## src/rtl/if_ctrl_pkg.sv

```systemverilog
// rtl/if_ctrl_pkg.sv - state encodings and host command bytes for the IF program sequencer
package if_ctrl_pkg;

    typedef enum logic [2:0] {
        S_IDLE    = 3'd0,
        S_LOAD    = 3'd1,
        S_WRITE   = 3'd2,
        S_START_C = 3'd3,
        S_START_S = 3'd4,
        S_RUN     = 3'd5,
        S_STEP    = 3'd6,
        S_HALT    = 3'd7
    } state_t;

    localparam logic [7:0] CMD_LOAD = 8'h4C;
    localparam logic [7:0] CMD_CONT = 8'h43;
    localparam logic [7:0] CMD_STEP = 8'h53;
    localparam logic [7:0] CMD_NEXT = 8'h4E;
    localparam logic [7:0] CMD_QUIT = 8'h51;

endpackage

```

## src/rtl/if_ctrl_word_asm.sv

```systemverilog
// rtl/if_ctrl_word_asm.sv - assembles LSB-first bytes into one instruction word
module if_ctrl_word_asm #(
    parameter int DATA_BITS = 32,
    parameter int BYTE_BITS = 8
) (
    input  logic                 i_clk,
    input  logic                 i_reset,
    input  logic                 i_clear,
    input  logic                 i_byte_valid,
    input  logic [BYTE_BITS-1:0] i_byte,
    output logic [DATA_BITS-1:0] o_word,
    output logic                 o_word_done
);

    logic [1:0]           r_byte_count;
    logic [DATA_BITS-1:0] r_shift;

    // New bytes enter at the top so the first byte ends up in the least significant lane.
    always_ff @(posedge i_clk or negedge i_reset) begin
        if (!i_reset) begin
            r_byte_count <= 2'd0;
            r_shift      <= '0;
        end else if (i_clear) begin
            r_byte_count <= 2'd0;
            r_shift      <= '0;
        end else if (i_byte_valid) begin
            r_byte_count <= r_byte_count + 2'd1;
            r_shift      <= {i_byte, r_shift[DATA_BITS-1:BYTE_BITS]};
        end
    end

    assign o_word_done = i_byte_valid && !i_clear && (r_byte_count == 2'd3);
    assign o_word      = r_shift;

endmodule

```

## src/rtl/if_program_ctrl.sv

```systemverilog
// rtl/if_program_ctrl.sv - host-driven load/run/step sequencer for the IF stage
// Single-step mode ('S', 'N', 'Q') is built only when IF_CTRL_STEP_EN is defined.
module if_program_ctrl
    import if_ctrl_pkg::*;
#(
    parameter  int                   DATA_BITS         = 32,
    parameter  int                   BYTE_BITS         = 8,
    parameter  int                   MEM_SIZE_IN_WORDS = 20,
    parameter  logic [DATA_BITS-1:0] HALT_INSTR        = '0,
    localparam int                   WC_BITS           = $clog2(MEM_SIZE_IN_WORDS + 1)
) (
    input  logic                 i_clk,
    input  logic                 i_reset,
    input  logic [BYTE_BITS-1:0] i_rx_data,
    input  logic                 i_rx_valid,
    output logic                 o_rx_ready,
    input  logic                 i_full_mem,
    input  logic                 i_empty_mem,
    input  logic                 i_end_program,
    output logic                 o_write_mem,
    output logic [DATA_BITS-1:0] o_instruction,
    output logic                 o_start,
    output logic                 o_enable,
    output logic                 o_halt,
    output logic [2:0]           o_state,
    output logic                 o_load_error,
    output logic [WC_BITS-1:0]   o_word_count
);

    localparam logic [WC_BITS-1:0] WC_MAX = WC_BITS'(MEM_SIZE_IN_WORDS);

    state_t               r_state;
    logic                 r_rx_ready;
    logic                 r_write_mem;
    logic                 r_start;
    logic                 r_enable;
    logic                 r_halt;
    logic                 r_load_error;
    logic [WC_BITS-1:0]   r_word_count;

    logic                 w_accept;
    logic                 w_load_byte;
    logic                 w_asm_clear;
    logic                 w_word_done;
    logic [DATA_BITS-1:0] w_word;

    assign w_accept    = i_rx_valid && r_rx_ready;
    assign w_load_byte = w_accept && (r_state == S_LOAD);
    assign w_asm_clear = w_accept && (r_state == S_IDLE) && (i_rx_data == CMD_LOAD);

    if_ctrl_word_asm #(
        .DATA_BITS (DATA_BITS),
        .BYTE_BITS (BYTE_BITS)
    ) u_word_asm (
        .i_clk        (i_clk),
        .i_reset      (i_reset),
        .i_clear      (w_asm_clear),
        .i_byte_valid (w_load_byte),
        .i_byte       (i_rx_data),
        .o_word       (w_word),
        .o_word_done  (w_word_done)
    );

    always_ff @(posedge i_clk or negedge i_reset) begin
        if (!i_reset) begin
            r_state      <= S_IDLE;
            r_rx_ready   <= 1'b1;
            r_write_mem  <= 1'b0;
            r_start      <= 1'b0;
            r_enable     <= 1'b0;
            r_halt       <= 1'b0;
            r_load_error <= 1'b0;
            r_word_count <= '0;
        end else begin
            r_write_mem <= 1'b0;
            r_start     <= 1'b0;
            r_halt      <= 1'b0;
            case (r_state)
                S_IDLE: begin
                    if (w_accept) begin
                        if (i_rx_data == CMD_LOAD) begin
                            r_state      <= S_LOAD;
                            r_word_count <= '0;
                            r_load_error <= 1'b0;
                        end else if (i_rx_data == CMD_CONT && !i_empty_mem) begin
                            r_state    <= S_START_C;
                            r_start    <= 1'b1;
                            r_rx_ready <= 1'b0;
                        end
`ifdef IF_CTRL_STEP_EN
                        else if (i_rx_data == CMD_STEP && !i_empty_mem) begin
                            r_state    <= S_START_S;
                            r_start    <= 1'b1;
                            r_rx_ready <= 1'b0;
                        end
`endif
                    end
                end
                S_LOAD: begin
                    if (w_word_done) begin
                        r_state     <= S_WRITE;
                        r_write_mem <= 1'b1;
                        r_rx_ready  <= 1'b0;
                        if (r_word_count != WC_MAX) begin
                            r_word_count <= r_word_count + 1'b1;
                        end
                    end
                end
                // The halt word ends a load cleanly even if it also filled memory.
                S_WRITE: begin
                    r_rx_ready <= 1'b1;
                    if (w_word == HALT_INSTR) begin
                        r_state <= S_IDLE;
                    end else if (i_full_mem) begin
                        r_load_error <= 1'b1;
                        r_state      <= S_IDLE;
                    end else begin
                        r_state <= S_LOAD;
                    end
                end
                S_START_C: begin
                    r_state  <= S_RUN;
                    r_enable <= 1'b1;
                end
                S_RUN: begin
                    if (i_end_program) begin
                        r_enable <= 1'b0;
                        r_halt   <= 1'b1;
                        r_state  <= S_HALT;
                    end
                end
`ifdef IF_CTRL_STEP_EN
                S_START_S: begin
                    r_state    <= S_STEP;
                    r_rx_ready <= 1'b1;
                end
                // End of program outranks a simultaneous 'N'.
                S_STEP: begin
                    r_enable <= 1'b0;
                    if (i_end_program || (w_accept && i_rx_data == CMD_QUIT)) begin
                        r_halt     <= 1'b1;
                        r_rx_ready <= 1'b0;
                        r_state    <= S_HALT;
                    end else if (w_accept && i_rx_data == CMD_NEXT) begin
                        r_enable <= 1'b1;
                    end
                end
`endif
                S_HALT: begin
                    r_state    <= S_IDLE;
                    r_rx_ready <= 1'b1;
                end
                default: begin
                    r_state    <= S_IDLE;
                    r_rx_ready <= 1'b1;
                    r_enable   <= 1'b0;
                end
            endcase
        end
    end

    assign o_rx_ready    = r_rx_ready;
    assign o_write_mem   = r_write_mem;
    assign o_instruction = w_word;
    assign o_start       = r_start;
    assign o_enable      = r_enable;
    assign o_halt        = r_halt;
    assign o_state       = r_state;
    assign o_load_error  = r_load_error;
    assign o_word_count  = r_word_count;

endmodule

```

## config.mk

```make
export PLATFORM = sky130hd
export DESIGN_NAME = if_program_ctrl
export DESIGN_NICKNAME = d
export VERILOG_FILES = /design/src/rtl/if_ctrl_pkg.sv /design/src/rtl/if_ctrl_word_asm.sv /design/src/rtl/if_program_ctrl.sv
export SDC_FILE = /design/constraint.sdc
export NUM_CORES = 1
export LEC_CHECK = 0
export ABC_AREA = 1
export ABC_CLOCK_PERIOD_IN_PS = 1470
export BUFFER_PORTS_ARGS = -buffer_cell sky130_fd_sc_hd__buf_4
export CAP_MARGIN = 20
export CORE_MARGIN = 8
export CORE_UTILIZATION = 35
export CTS_CLUSTER_DIAMETER = 150
export DETAILED_ROUTE_END_ITERATION = 6
export PLACE_DENSITY = 0.61
export SLEW_MARGIN = 15
export SYNTH_ARGS = -nofsm -noshare
export SYNTH_HDL_FRONTEND = slang
export SYNTH_SLANG_ARGS = --single-unit
```

## constraint.sdc

```tcl
create_clock -name i_clk -period 1.47 [get_ports i_clk]
set_clock_uncertainty 0.05 [all_clocks]
set_input_delay 0.0735 -clock i_clk [delete_from_list [all_inputs] [get_ports i_clk]]
set_output_delay 0.0735 -clock i_clk [all_outputs]
set_load 0.02 [all_outputs]
```

==> impl_metrics.prom, run 1 <==
# TYPE chip_impl_metric gauge
chip_impl_info{name="run_status",value="finished clean"} 1
chip_impl_metric{name="number_of_synthesis_warnings",unit=""} 0
chip_impl_metric{name="die_x",unit="µm"} 98.2
chip_impl_metric{name="leakage",unit="µW"} 0.00175
chip_impl_metric{name="post_synth.cell_area_avg",unit="µm²"} 8.62
chip_impl_metric{name="power_per_cell_area",unit="nW/µm²"} 711
chip_impl_metric{name="cp_slowest_stage_delay",unit="ps"} 470
chip_impl_metric{name="max_slew_margin",unit="%"} 59.4
chip_impl_metric{name="finalSetupTns",unit="ps"} 0
chip_impl_metric{name="regArea",unit="µm²"} 1210
chip_impl_info{name="cp-start-kind",value="flip-flop"} 1
chip_impl_metric{name="post-place-cells",unit=""} 428
chip_impl_metric{name="vdd_ir_drop_max",unit="mV"} 0.407
chip_impl_metric{name="cp_max_fo",unit=""} 8
chip_impl_metric{name="worst_slew_pin_slew",unit="ps"} 609
chip_impl_metric{name="htreeDepth",unit=""} 2
chip_impl_info{name="holdCritPathClass",value="in2reg"} 1
chip_impl_metric{name="antennaDiodeCount",unit=""} 0
chip_impl_metric{name="place_ws",unit="ps"} -50.0
chip_impl_metric{name="area_occupied_by_multi_input_gates",unit="µm²"} 1030
chip_impl_info{name="crit_end_element",value="flip-flop"} 1
chip_impl_metric{name="wirelength",unit="mm"} 6.45
chip_impl_metric{name="number_of_buffer_cells_added_on_primary_ports",unit=""} 59
chip_impl_metric{name="hold_violations",unit=""} 0
chip_impl_info{name="rsz_0062_raised_after_global_routing",value="true"} 1
chip_impl_metric{name="dieHeight",unit="µm"} 98.2
chip_impl_metric{name="post_synth_net_total",unit=""} 291
chip_impl_metric{name="critical_path_arrival",unit="ps"} 1570
chip_impl_metric{name="maxClockFrequency",unit="MHz"} 704
chip_impl_metric{name="tritoncts_num_sinks",unit=""} 48
chip_impl_metric{name="drv_cap",unit=""} 0
chip_impl_metric{name="num_vias",unit=""} 2117
chip_impl_metric{name="gp_congestion",unit=""} 0.846
chip_impl_metric{name="post-route-period-util",unit="%"} 96.6
chip_impl_metric{name="post-dp-hpwl",unit="mm"} 4.77
chip_impl_metric{name="std_cell_rows",unit=""} 30
chip_impl_metric{name="fin_cells",unit=""} 448
chip_impl_metric{name="fillCellCount",unit=""} 646
chip_impl_metric{name="ios",unit=""} 60
chip_impl_metric{name="slew_violations",unit=""} 0
chip_impl_metric{name="worst_ep_required_time",unit="ps"} 1620
chip_impl_metric{name="wire_length_of_the_first_global_routing_pass",unit="mm"} 10.6
chip_impl_metric{name="average_routed_wire_per_standard_cell",unit="µm"} 14.4
chip_impl_info{name="clk_root_buffer_cell",value="clkbuf_8"} 1
chip_impl_metric{name="vias_per_cell",unit=""} 4.73
chip_impl_metric{name="numCtsBuffers",unit=""} 5
chip_impl_metric{name="initial_core_utilization",unit="%"} 35.6
chip_impl_info{name="cts_tree",value="yes"} 1
chip_impl_info{name="worstSetupPathType",value="reg2reg"} 1
chip_impl_metric{name="worst_setup_margin",unit="ps"} 49.3
chip_impl_metric{name="antenna_found_initial",unit=""} 0
chip_impl_metric{name="worst_setup_hold_path_clk_slew",unit="ps"} 90
chip_impl_metric{name="clockBufferDepth",unit=""} 2
chip_impl_metric{name="drt_pass1_iterations",unit=""} 4
chip_impl_info{name="path_cells",value="inv_4, nand3_4, nor2_8, nor2_8, buf_6, nand2_1, o21ai_1"} 1
chip_impl_metric{name="layout_min_cycle_time",unit="ps"} 1420
chip_impl_metric{name="final-setup-viol-count",unit=""} 0
chip_impl_metric{name="drt_first_iter_violations",unit=""} 126
chip_impl_info{name="top_cell_by_count_worst_path",value="nor2_8"} 1
chip_impl_metric{name="final_net_count",unit=""} 384
chip_impl_metric{name="post-route-util",unit="%"} 51.1
chip_impl_metric{name="largest_net_degree_at_the_start_of_global_routing",unit=""} 49
chip_impl_metric{name="grt_use_total",unit="%"} 13.5
chip_impl_metric{name="grt_pass1_vias",unit=""} 2230
chip_impl_metric{name="netlist-cell-type-count",unit=""} 28
chip_impl_info{name="mostFrequentLayoutCell",value="buf_4"} 1
chip_impl_metric{name="route.detailed.drc",unit=""} 0
chip_impl_metric{name="mapped_cell_area",unit="µm²"} 2360
chip_impl_metric{name="post_route_hold_slack",unit="ps"} 7.19
chip_impl_metric{name="layout-drive-gt1-share",unit="%"} 40.2
chip_impl_metric{name="core_area",unit="µm²"} 6640
chip_impl_info{name="top_library_cells_by_usage_in_the_layout_fill_and_taps_aside",value="buf_4 (76), nand2_1 (54), dfrtp_1 (42)"} 1
chip_impl_metric{name="detail-route-antenna-nets",unit=""} 0
chip_impl_metric{name="area_growth",unit="%"} 43.6
chip_impl_metric{name="synth_seq_area_share",unit="%"} 50.9
chip_impl_metric{name="insertion_delay",unit="ps"} 300
chip_impl_metric{name="overflow",unit=""} 0
chip_impl_metric{name="synth-seq-cells",unit=""} 48
chip_impl_metric{name="postSynthCellCount",unit=""} 274
chip_impl_metric{name="floorplan.die_area",unit="µm²"} 9630
chip_impl_info{name="critPathSlowestCell",value="dfrtp_2"} 1
## layer usage
layer	up-vias	routed length, µm	global-route usage (%)
li1	1060	-	-
met1	1004	2830	15.9
met2	51	3120	22.4
met3	2	471	5.41
met4	0	27	3.54
met5	-	0	0
## critical path: cells and delay by family, from the launching register on
family | cells | cell delay, ps
AOI/OAI and AO/OA | 1 | 60
buffers and inverters | 2 | 260
DFF | 1 | 470
and+or+nand+nor | 4 | 470
## cell usage after synthesis
| library cell | number | area share [%] |
|---|---|---|
| o21ai_2 | 7 | 2.6 |
| buf_2 | 1 | 0.21 |
| inv_4 | 1 | 0.26 |
| o21ai_1 | 8 | 1.7 |
| o22ai_1 | 9 | 2.4 |
| nand2_2 | 1 | 0.26 |
| a21oi_1 | 5 | 1.1 |
| nor2_8 | 2 | 1.7 |
| buf_4 | 1 | 0.32 |
| nor2_1 | 39 | 6.2 |
| o22ai_2 | 5 | 2.6 |
| dfrtp_1 | 47 | 50 |
| nand2_1 | 64 | 10 |
| a22o_1 | 1 | 0.37 |
| nor2_4 | 2 | 0.95 |
| ha_1 | 3 | 1.6 |
| nand3_1 | 8 | 1.7 |
| nor3_4 | 1 | 0.69 |
| inv_1 | 42 | 6.7 |
| buf_6 | 3 | 1.4 |
| nand4_1 | 6 | 1.6 |
| xor2_1 | 1 | 0.37 |
| inv_2 | 3 | 0.48 |
| o21ai_0 | 10 | 2.1 |
| nand2_4 | 1 | 0.48 |
| dfstp_2 | 1 | 1.1 |
| nand3_2 | 1 | 0.42 |
| nand3_4 | 1 | 0.74 |
## per-stage QoR
stage               cell area (µm²)  total power, µW
detailed placement             3050             1430
global placement               3050             1430
global route                   3390             2500
finish                         3390             2410
floorplan                      2380             1360
CTS                            3270             2430
## state kept, by name, summed over array words and instances, names as in the netlist
register	count
u_word_asm.o_word	32
o_word_count	5
o_state	3
u_word_asm.r_byte_count	2
o_enable	1
o_halt	1
o_load_error	1
o_rx_ready	1
o_start	1
o_write_mem	1
## final timing paths
path,slack (ps),endpoint,startpoint,depth (start not counted)
max,50,u_word_asm.o_word[0]$_DFFE_PN0P_,o_state[1]$_DFFE_PN0P_,7
min,7,u_word_asm.o_word[25]$_DFFE_PN0P_,i_rx_data[1],3
max reg2reg,50,u_word_asm.o_word[0]$_DFFE_PN0P_,o_state[1]$_DFFE_PN0P_,7
min reg2reg,440,u_word_asm.r_byte_count[0]$_DFFE_PN0P_,u_word_asm.r_byte_count[0]$_DFFE_PN0P_,1
max in group asynchronous,660,o_word_count[1]$_DFFE_PN0P_,i_reset,2
min in group asynchronous,280,o_state[1]$_DFFE_PN0P_,i_reset,2
## final cells by class
class                   instances  share of cell area [%]
inverters                      46                    5.61
well taps                      80                    2.95
clock inverters                 3                    1.36
clock buffers                   5                    2.03
flip-flops and latches         48                    35.6
multi-input cells             175                    30.4
repair buffers                 91                    22.0
## where the power goes
part | switching [µW] | total (µW) | internal [µW]
Clock | 485 | 998 | 513
Combinational | 50.1 | 92.4 | 42.3
Sequential | 0.633 | 1320 | 1320
Total | 535 | 2410 | 1880
## repair_timing
item	in CTS	in global routing
endpoints found under the setup margin	24	41
endpoints found under the hold margin	54	0
hold buffers	8	0
resized for setup	6	33
buffers inserted	2	3
pin swaps	7	5
## cell families (layout without fill, tap and decap cells)
logic type	count (synthesis)	after routing	share of synthesized area [%]
AOI/OAI and AO/OA	45	45	12.9
adders and majority gates	3	3	1.59
buffers and inverters	51	145	9.37
xor gates and xnor gates	1	1	0.371
DFF	48	48	50.9
and+or+nand+nor	126	126	24.9
(Power assumes the default switching activity.)
==> run 2: changes to the inputs <==
--- a/constraint.sdc
+++ b/constraint.sdc
@@ -3,3 +3,3 @@
 set_input_delay 0.0735 -clock i_clk [delete_from_list [all_inputs] [get_ports i_clk]]
 set_output_delay 0.0735 -clock i_clk [all_outputs]
-set_load 0.02 [all_outputs]
+set_load 0.1 [all_outputs]
==> run 2 against run 1 <==
  * Sequential share of layout area up 1.1 points
  * Routed wire length up 2.1%
  * Critical path depth up 2
  * Final cell count unchanged
  * Maximum frequency down 5.1%
  * Register-to-register slack worse by 80 ps
  * The run now ends with negative setup slack left
  * Sequential power about the same
  * Non-clock buffer count unchanged
  * Critical path type unchanged
==> impl_metrics.prom, run 2 (synthesized netlist as in run 1, its figures left out) <==
# TYPE chip_impl_metric gauge
chip_impl_metric{name="ff2ff_setup_slack",unit="ps"} -30
chip_impl_metric{name="power_per_cell_area",unit="nW/µm²"} 643
chip_impl_info{name="hold-path-endpoint",value="u_word_asm.o_word[25]$_DFFE_PN0P_"} 1
chip_impl_metric{name="tritoncts_num_sinks",unit=""} 48
chip_impl_metric{name="ios",unit=""} 60
chip_impl_metric{name="initial_core_utilization",unit="%"} 35.6
chip_impl_metric{name="max_slew_margin",unit="%"} 58.2
chip_impl_metric{name="post-place-cells",unit=""} 426
chip_impl_metric{name="slew_violations",unit=""} 0
chip_impl_metric{name="fillCellCount",unit=""} 621
chip_impl_metric{name="final-setup-viol-count",unit=""} 12
chip_impl_metric{name="dieHeight",unit="µm"} 98.2
chip_impl_metric{name="place_area",unit="µm²"} 3090
chip_impl_metric{name="regArea",unit="µm²"} 1260
chip_impl_metric{name="worst_ep_required_time",unit="ps"} 1610
chip_impl_metric{name="maxClockFrequency",unit="MHz"} 668
chip_impl_info{name="worstReg2RegStart",value="o_state[2]$_DFFE_PN0P_"} 1
chip_impl_metric{name="floorplan.die_area",unit="µm²"} 9630
chip_impl_metric{name="route.detailed.drc",unit=""} 0
chip_impl_metric{name="number_of_buffer_cells_added_on_primary_ports",unit=""} 59
chip_impl_info{name="run_status",value="finished with violations"} 1
chip_impl_metric{name="cp_max_fo",unit=""} 6
chip_impl_info{name="cts_tree",value="yes"} 1
chip_impl_metric{name="place_ws",unit="ps"} -90.1
chip_impl_metric{name="htreeDepth",unit=""} 2
chip_impl_metric{name="drt_pass1_iterations",unit=""} 4
chip_impl_metric{name="grt_use_total",unit="%"} 13.7
chip_impl_info{name="crit_end_element",value="flip-flop"} 1
chip_impl_info{name="mostFrequentLayoutCell",value="buf_4"} 1
chip_impl_metric{name="numCtsBuffers",unit=""} 5
chip_impl_metric{name="drt_first_iter_violations",unit=""} 89
chip_impl_info{name="startpoint",value="o_state[2]$_DFFE_PN0P_"} 1
chip_impl_metric{name="wire_length_of_the_first_global_routing_pass",unit="mm"} 10.7
chip_impl_metric{name="post_route_hold_slack",unit="ps"} 28.7
chip_impl_metric{name="fin_area",unit="µm²"} 3440
chip_impl_metric{name="vias_per_cell",unit=""} 4.72
chip_impl_metric{name="whs_path_depth",unit=""} 3
chip_impl_metric{name="antenna_found_initial",unit=""} 0
chip_impl_metric{name="critical_path_arrival",unit="ps"} 1630
chip_impl_metric{name="grt_pass1_vias",unit=""} 2140
chip_impl_metric{name="worst_slew_pin_slew",unit="ps"} 627
chip_impl_metric{name="layout_min_cycle_time",unit="ps"} 1500
chip_impl_metric{name="die_x",unit="µm"} 98.2
chip_impl_metric{name="fin_cells",unit=""} 448
chip_impl_metric{name="overflow",unit=""} 0
chip_impl_metric{name="worst_setup_margin",unit="ps"} -27.6
chip_impl_metric{name="layout-drive-gt1-share",unit="%"} 49.2
chip_impl_metric{name="area_occupied_by_multi_input_gates",unit="µm²"} 1050
chip_impl_metric{name="num_vias",unit=""} 2113
chip_impl_info{name="violated_checks",value="negative setup slack"} 1
chip_impl_metric{name="std_cell_rows",unit=""} 30
chip_impl_metric{name="core_area",unit="µm²"} 6640
chip_impl_metric{name="vdd_ir_drop_max",unit="mV"} 0.420
chip_impl_metric{name="leakage",unit="µW"} 0.00171
chip_impl_metric{name="post-dp-hpwl",unit="mm"} 4.85
chip_impl_metric{name="area_growth",unit="%"} 45.8
chip_impl_info{name="rsz_0062_raised_after_global_routing",value="true"} 1
chip_impl_info{name="start_point_of_the_worst_hold_path",value="i_rx_data[1]"} 1
chip_impl_metric{name="clockBufferDepth",unit=""} 2
chip_impl_info{name="worstSetupPathType",value="reg2reg"} 1
chip_impl_info{name="holdCritPathClass",value="in2reg"} 1
chip_impl_metric{name="largest_net_degree_at_the_start_of_global_routing",unit=""} 49
chip_impl_metric{name="worst-r2r-cell-count",unit=""} 9
chip_impl_metric{name="largest_register_ffs",unit=""} 32
chip_impl_metric{name="average_routed_wire_per_standard_cell",unit="µm"} 14.7
chip_impl_metric{name="drv_cap",unit=""} 0
chip_impl_info{name="cp-start-kind",value="flip-flop"} 1
chip_impl_metric{name="wirelength",unit="mm"} 6.58
chip_impl_info{name="r2r-end",value="u_word_asm.o_word[0]$_DFFE_PN0P_"} 1
chip_impl_metric{name="post-route-period-util",unit="%"} 102
chip_impl_info{name="clk_root_buffer_cell",value="clkbuf_8"} 1
chip_impl_metric{name="gp_congestion",unit=""} 0.842
chip_impl_metric{name="hold_violations",unit=""} 0
chip_impl_metric{name="final_net_count",unit=""} 384
chip_impl_info{name="top_library_cells_by_usage_in_the_layout_fill_and_taps_aside",value="buf_4 (78), nand2_1 (47), inv_1 (37)"} 1
chip_impl_metric{name="total_power",unit="µW"} 2220
chip_impl_metric{name="antennaDiodeCount",unit=""} 0
chip_impl_metric{name="worst_setup_hold_path_clk_slew",unit="ps"} 90
chip_impl_metric{name="insertion_delay",unit="ps"} 300
chip_impl_metric{name="detail-route-antenna-nets",unit=""} 0
==> run 2: layout make-up <==
cell class / count / share of cell area (%)
clock buffer: 6 / 2.11
clock inverter: 2 / 0.363
inverter: 46 / 5.96
multi-input combinational: 175 / 30.5
sequential: 48 / 36.7
tap: 80 / 2.91
timing repair buffer: 91 / 21.4
==> run 2: worst max path at each step <==
stage                                        endpoint  slack (ps)  cells past startpoint
floorplan           u_word_asm.o_word[11]$_DFFE_PN0P_        -190                      8
global placement    u_word_asm.o_word[16]$_DFFE_PN0P_         -60                      7
detailed placement  u_word_asm.o_word[16]$_DFFE_PN0P_         -90                      7
CTS                  u_word_asm.o_word[1]$_DFFE_PN0P_         -40                      8
global route        u_word_asm.o_word[29]$_DFFE_PN0P_        -110                      9
finish               u_word_asm.o_word[0]$_DFFE_PN0P_         -30                      9
==> run 2: metrics by stage <==
stage / utilization, % / setup TNS (ps)
final: 51.8 / -167
after global routing: 51.8 / -2660
after detailed placement: 46.5 / -1560
after global placement: 46.5 / -934
after floorplan: - / -6480
after CTS: 49.8 / -367
==> run 2: critical path, cell delays in order (launching register included) <==
cell	delay [ps]
dfrtp_4	510
inv_6	90
nand2_4	50
nor2_4	130
nand2_4	70
nor2_4	130
nor2_8	90
buf_8	140
nand2_1	50
o21ai_1	60
==> run 2: repair_timing <==
item / in CTS / in global routing
hold endpoints to repair: 55 / 0
resized for setup: 9 / 33
setup endpoints to repair: 39 / 43
pin swaps: 1 / 11
hold buffers: 9 / 0
setup buffers: 3 / 1
gates cloned: 0 / 1
==> run 2: metal layers <==
metal / wire (µm) / vias to the layer above / share of wire (%) / GRT usage (%)
met1: 3050 / 993 / 46 / 17.9
met4: 58 / 0 / 0.88 / 3.54
met5: 0 / - / 0 / 0
li1: - / 1053 / - / -
met2: 3060 / 62 / 46 / 21.4
met3: 416 / 5 / 6.3 / 4.05
==> run 2: power breakdown <==
part / internal (µW) / switching (µW)
Combinational: 44.9 / 64.0
Sequential: 1320 / 0.786
Clock: 334 / 452
==> run 3: changes to the inputs <==
- CORE_UTILIZATION: 35 -> 47
- PLACE_DENSITY: 0.61 -> 0.77
==> run 3 against run 2 <==
  * The run still ends with negative setup slack left
  * Routed wire length shrank 2.1%
  * Non-clock buffer count grew 1
  * Via count rose by 2.9%
  * Total power increased by 1.8%
  * Highest routed layer unchanged
  * Setup slack worse by 59 ps
  * Clock-buffer cell count increased by 1
  * Combinational power is 4% lower
  * Largest cell class unchanged
  * Clock power up 5.5%
==> impl_metrics.prom, run 3 (synthesized netlist as in run 1, its figures left out) <==
# TYPE chip_impl_metric gauge
chip_impl_metric{name="average_routed_wire_per_standard_cell",unit="µm"} 14.7
chip_impl_metric{name="max_slew_margin",unit="%"} 60.1
chip_impl_metric{name="largest_net_degree_at_the_start_of_global_routing",unit=""} 49
chip_impl_metric{name="hold_violations",unit=""} 0
chip_impl_metric{name="worst-r2r-cell-count",unit=""} 7
chip_impl_metric{name="initial_core_utilization",unit="%"} 47.5
chip_impl_metric{name="worst_ep_required_time",unit="ps"} 1610
chip_impl_info{name="rsz_0062_raised_after_global_routing",value="true"} 1
chip_impl_metric{name="vias_per_cell",unit=""} 4.95
chip_impl_metric{name="place_area",unit="µm²"} 3090
chip_impl_metric{name="post-dp-hpwl",unit="mm"} 4.70
chip_impl_metric{name="final_net_count",unit=""} 385
chip_impl_info{name="worstReg2RegStart",value="o_rx_ready$_DFFE_PN1P_"} 1
chip_impl_metric{name="leakage",unit="µW"} 0.00173
chip_impl_metric{name="antenna_found_initial",unit=""} 0
chip_impl_metric{name="clockBufferDepth",unit=""} 2
chip_impl_metric{name="drv_cap",unit=""} 0
chip_impl_metric{name="route.detailed.drc",unit=""} 0
chip_impl_metric{name="area_occupied_by_multi_input_gates",unit="µm²"} 1040
chip_impl_info{name="start_point_of_the_worst_hold_path",value="i_rx_data[1]"} 1
chip_impl_metric{name="largest_register_ffs",unit=""} 32
chip_impl_metric{name="worst_setup_margin",unit="ps"} -86.3
chip_impl_metric{name="layout_min_cycle_time",unit="ps"} 1560
chip_impl_metric{name="total_power",unit="µW"} 2250
chip_impl_metric{name="tritoncts_num_sinks",unit=""} 48
chip_impl_metric{name="final-setup-viol-count",unit=""} 31
chip_impl_metric{name="place_ws",unit="ps"} -76.7
chip_impl_metric{name="antennaDiodeCount",unit=""} 0
chip_impl_info{name="hold-path-endpoint",value="u_word_asm.o_word[25]$_DFFE_PN0P_"} 1
chip_impl_metric{name="std_cell_rows",unit=""} 26
chip_impl_metric{name="fillCellCount",unit=""} 405
chip_impl_metric{name="fin_area",unit="µm²"} 3440
chip_impl_metric{name="gp_congestion",unit=""} 0.862
chip_impl_metric{name="cp_max_fo",unit=""} 6
chip_impl_metric{name="layout-drive-gt1-share",unit="%"} 46.9
chip_impl_metric{name="worst_setup_hold_path_clk_slew",unit="ps"} 90
chip_impl_metric{name="wire_length_of_the_first_global_routing_pass",unit="mm"} 10.3
chip_impl_metric{name="power_per_cell_area",unit="nW/µm²"} 654
chip_impl_metric{name="die_x",unit="µm"} 86.9
chip_impl_metric{name="grt_pass1_vias",unit=""} 2203
chip_impl_metric{name="core_area",unit="µm²"} 4980
chip_impl_metric{name="overflow",unit=""} 0
chip_impl_metric{name="ff2ff_setup_slack",unit="ps"} -90
chip_impl_info{name="cp-start-kind",value="flip-flop"} 1
chip_impl_metric{name="detail-route-antenna-nets",unit=""} 0
chip_impl_metric{name="worst_slew_pin_slew",unit="ps"} 598
chip_impl_metric{name="post_route_hold_slack",unit="ps"} 47.0
chip_impl_metric{name="drt_pass1_iterations",unit=""} 4
chip_impl_info{name="cts_tree",value="yes"} 1
chip_impl_metric{name="post-route-period-util",unit="%"} 106
chip_impl_metric{name="number_of_buffer_cells_added_on_primary_ports",unit=""} 59
chip_impl_info{name="worstSetupPathType",value="reg2reg"} 1
chip_impl_metric{name="maxClockFrequency",unit="MHz"} 643
chip_impl_info{name="top_library_cells_by_usage_in_the_layout_fill_and_taps_aside",value="buf_4 (76), nand2_1 (58), inv_1 (38)"} 1
chip_impl_info{name="holdCritPathClass",value="in2reg"} 1
chip_impl_metric{name="regArea",unit="µm²"} 1260
chip_impl_info{name="crit_end_element",value="flip-flop"} 1
chip_impl_info{name="run_status",value="finished with violations"} 1
chip_impl_metric{name="vdd_ir_drop_max",unit="mV"} 0.516
chip_impl_metric{name="floorplan.die_area",unit="µm²"} 7550
chip_impl_metric{name="dieHeight",unit="µm"} 86.9
chip_impl_info{name="mostFrequentLayoutCell",value="buf_4"} 1
chip_impl_metric{name="num_vias",unit=""} 2174
chip_impl_metric{name="insertion_delay",unit="ps"} 300
chip_impl_metric{name="ios",unit=""} 60
chip_impl_info{name="clk_root_buffer_cell",value="clkbuf_8"} 1
chip_impl_metric{name="area_growth",unit="%"} 45.8
chip_impl_metric{name="numCtsBuffers",unit=""} 5
chip_impl_metric{name="drt_first_iter_violations",unit=""} 76
chip_impl_metric{name="whs_path_depth",unit=""} 3
chip_impl_metric{name="slew_violations",unit=""} 0
chip_impl_metric{name="wirelength",unit="mm"} 6.45
chip_impl_info{name="violated_checks",value="negative setup slack"} 1
chip_impl_metric{name="critical_path_arrival",unit="ps"} 1700
chip_impl_metric{name="htreeDepth",unit=""} 2
chip_impl_info{name="r2r-end",value="u_word_asm.r_byte_count[0]$_DFFE_PN0P_"} 1
chip_impl_metric{name="grt_use_total",unit="%"} 17.4
[run 3: cell types whose count changed in the layout (fill, tap and decap cells not counted), sizes merged]
cell and delta:
buf +1, clkbuf +1, clkinv -1
[run 3: how the worst max path moves through the flow]
stage | endpoint | startpoint
after floorplan | u_word_asm.o_word[11]$_DFFE_PN0P_ | o_rx_ready$_DFFE_PN1P_
after global placement | u_word_asm.o_word[16]$_DFFE_PN0P_ | o_rx_ready$_DFFE_PN1P_
after detailed placement | u_word_asm.o_word[23]$_DFFE_PN0P_ | o_rx_ready$_DFFE_PN1P_
after CTS | o_word_count[0]$_DFFE_PN0P_ | o_rx_ready$_DFFE_PN1P_
after global routing | u_word_asm.o_word[24]$_DFFE_PN0P_ | o_rx_ready$_DFFE_PN1P_
final | u_word_asm.r_byte_count[0]$_DFFE_PN0P_ | o_rx_ready$_DFFE_PN1P_
[run 3: per-layer routing]
layer | vias to the layer above | wire [µm] | global-route usage [%] | share of wire, %
li1 | 1054 | - | - | -
met1 | 1048 | 2800 | 21.1 | 43
met2 | 67 | 3240 | 30.3 | 50
met3 | 5 | 364 | 4.25 | 5.6
met4 | 0 | 41 | 4.23 | 0.64
met5 | - | 0 | 0 | 0
[run 3: area by class of cell]
| cell class | count | area share, % |
|---|---|---|
| Sequential cell | 48 | 36.7 |
| Multi-Input combinational cell | 175 | 30.2 |
| Timing Repair Buffer | 92 | 22.2 |
| Inverter | 46 | 5.59 |
| Tap cell | 70 | 2.54 |
| Clock buffer | 7 | 2.51 |
| Clock inverter | 1 | 0.218 |
[run 3: report_power, final]
group          total (µW)  switching, µW  internal, µW
clock                 829            446           383
sequential           1320          0.693          1320
combinational         105           60.9          44.2
[run 3: per-stage QoR]
stage          utilization [%]  TNS [ps]  instances
6_report                  69.2     -1180        439
5_1_grt                   69.2     -3080        439
4_1_cts                   66.6      -445        434
3_5_place_dp              62.2     -1490        417
3_3_place_gp              62.2      -505        417
2_1_floorplan                -     -6480        274
[run 3: worst max-delay path: stages (launching register included)]
cell and delay, ps:
dfstp_4 650, nand2_8 60, buf_4 150, nor2_8 140, nor2_8 90, clkbuf_16 160, nand2_1 70, o21ai_1 70
[run 3: timing repair]
item | CTS | global route
endpoints found under the hold margin | 56 | 0
setup endpoints to repair | 38 | 43
buffers inserted | 0 | 4
cloned | 0 | 1
hold buffers | 9 | 0
gates resized for setup | 10 | 19
pin swaps | 3 | 13
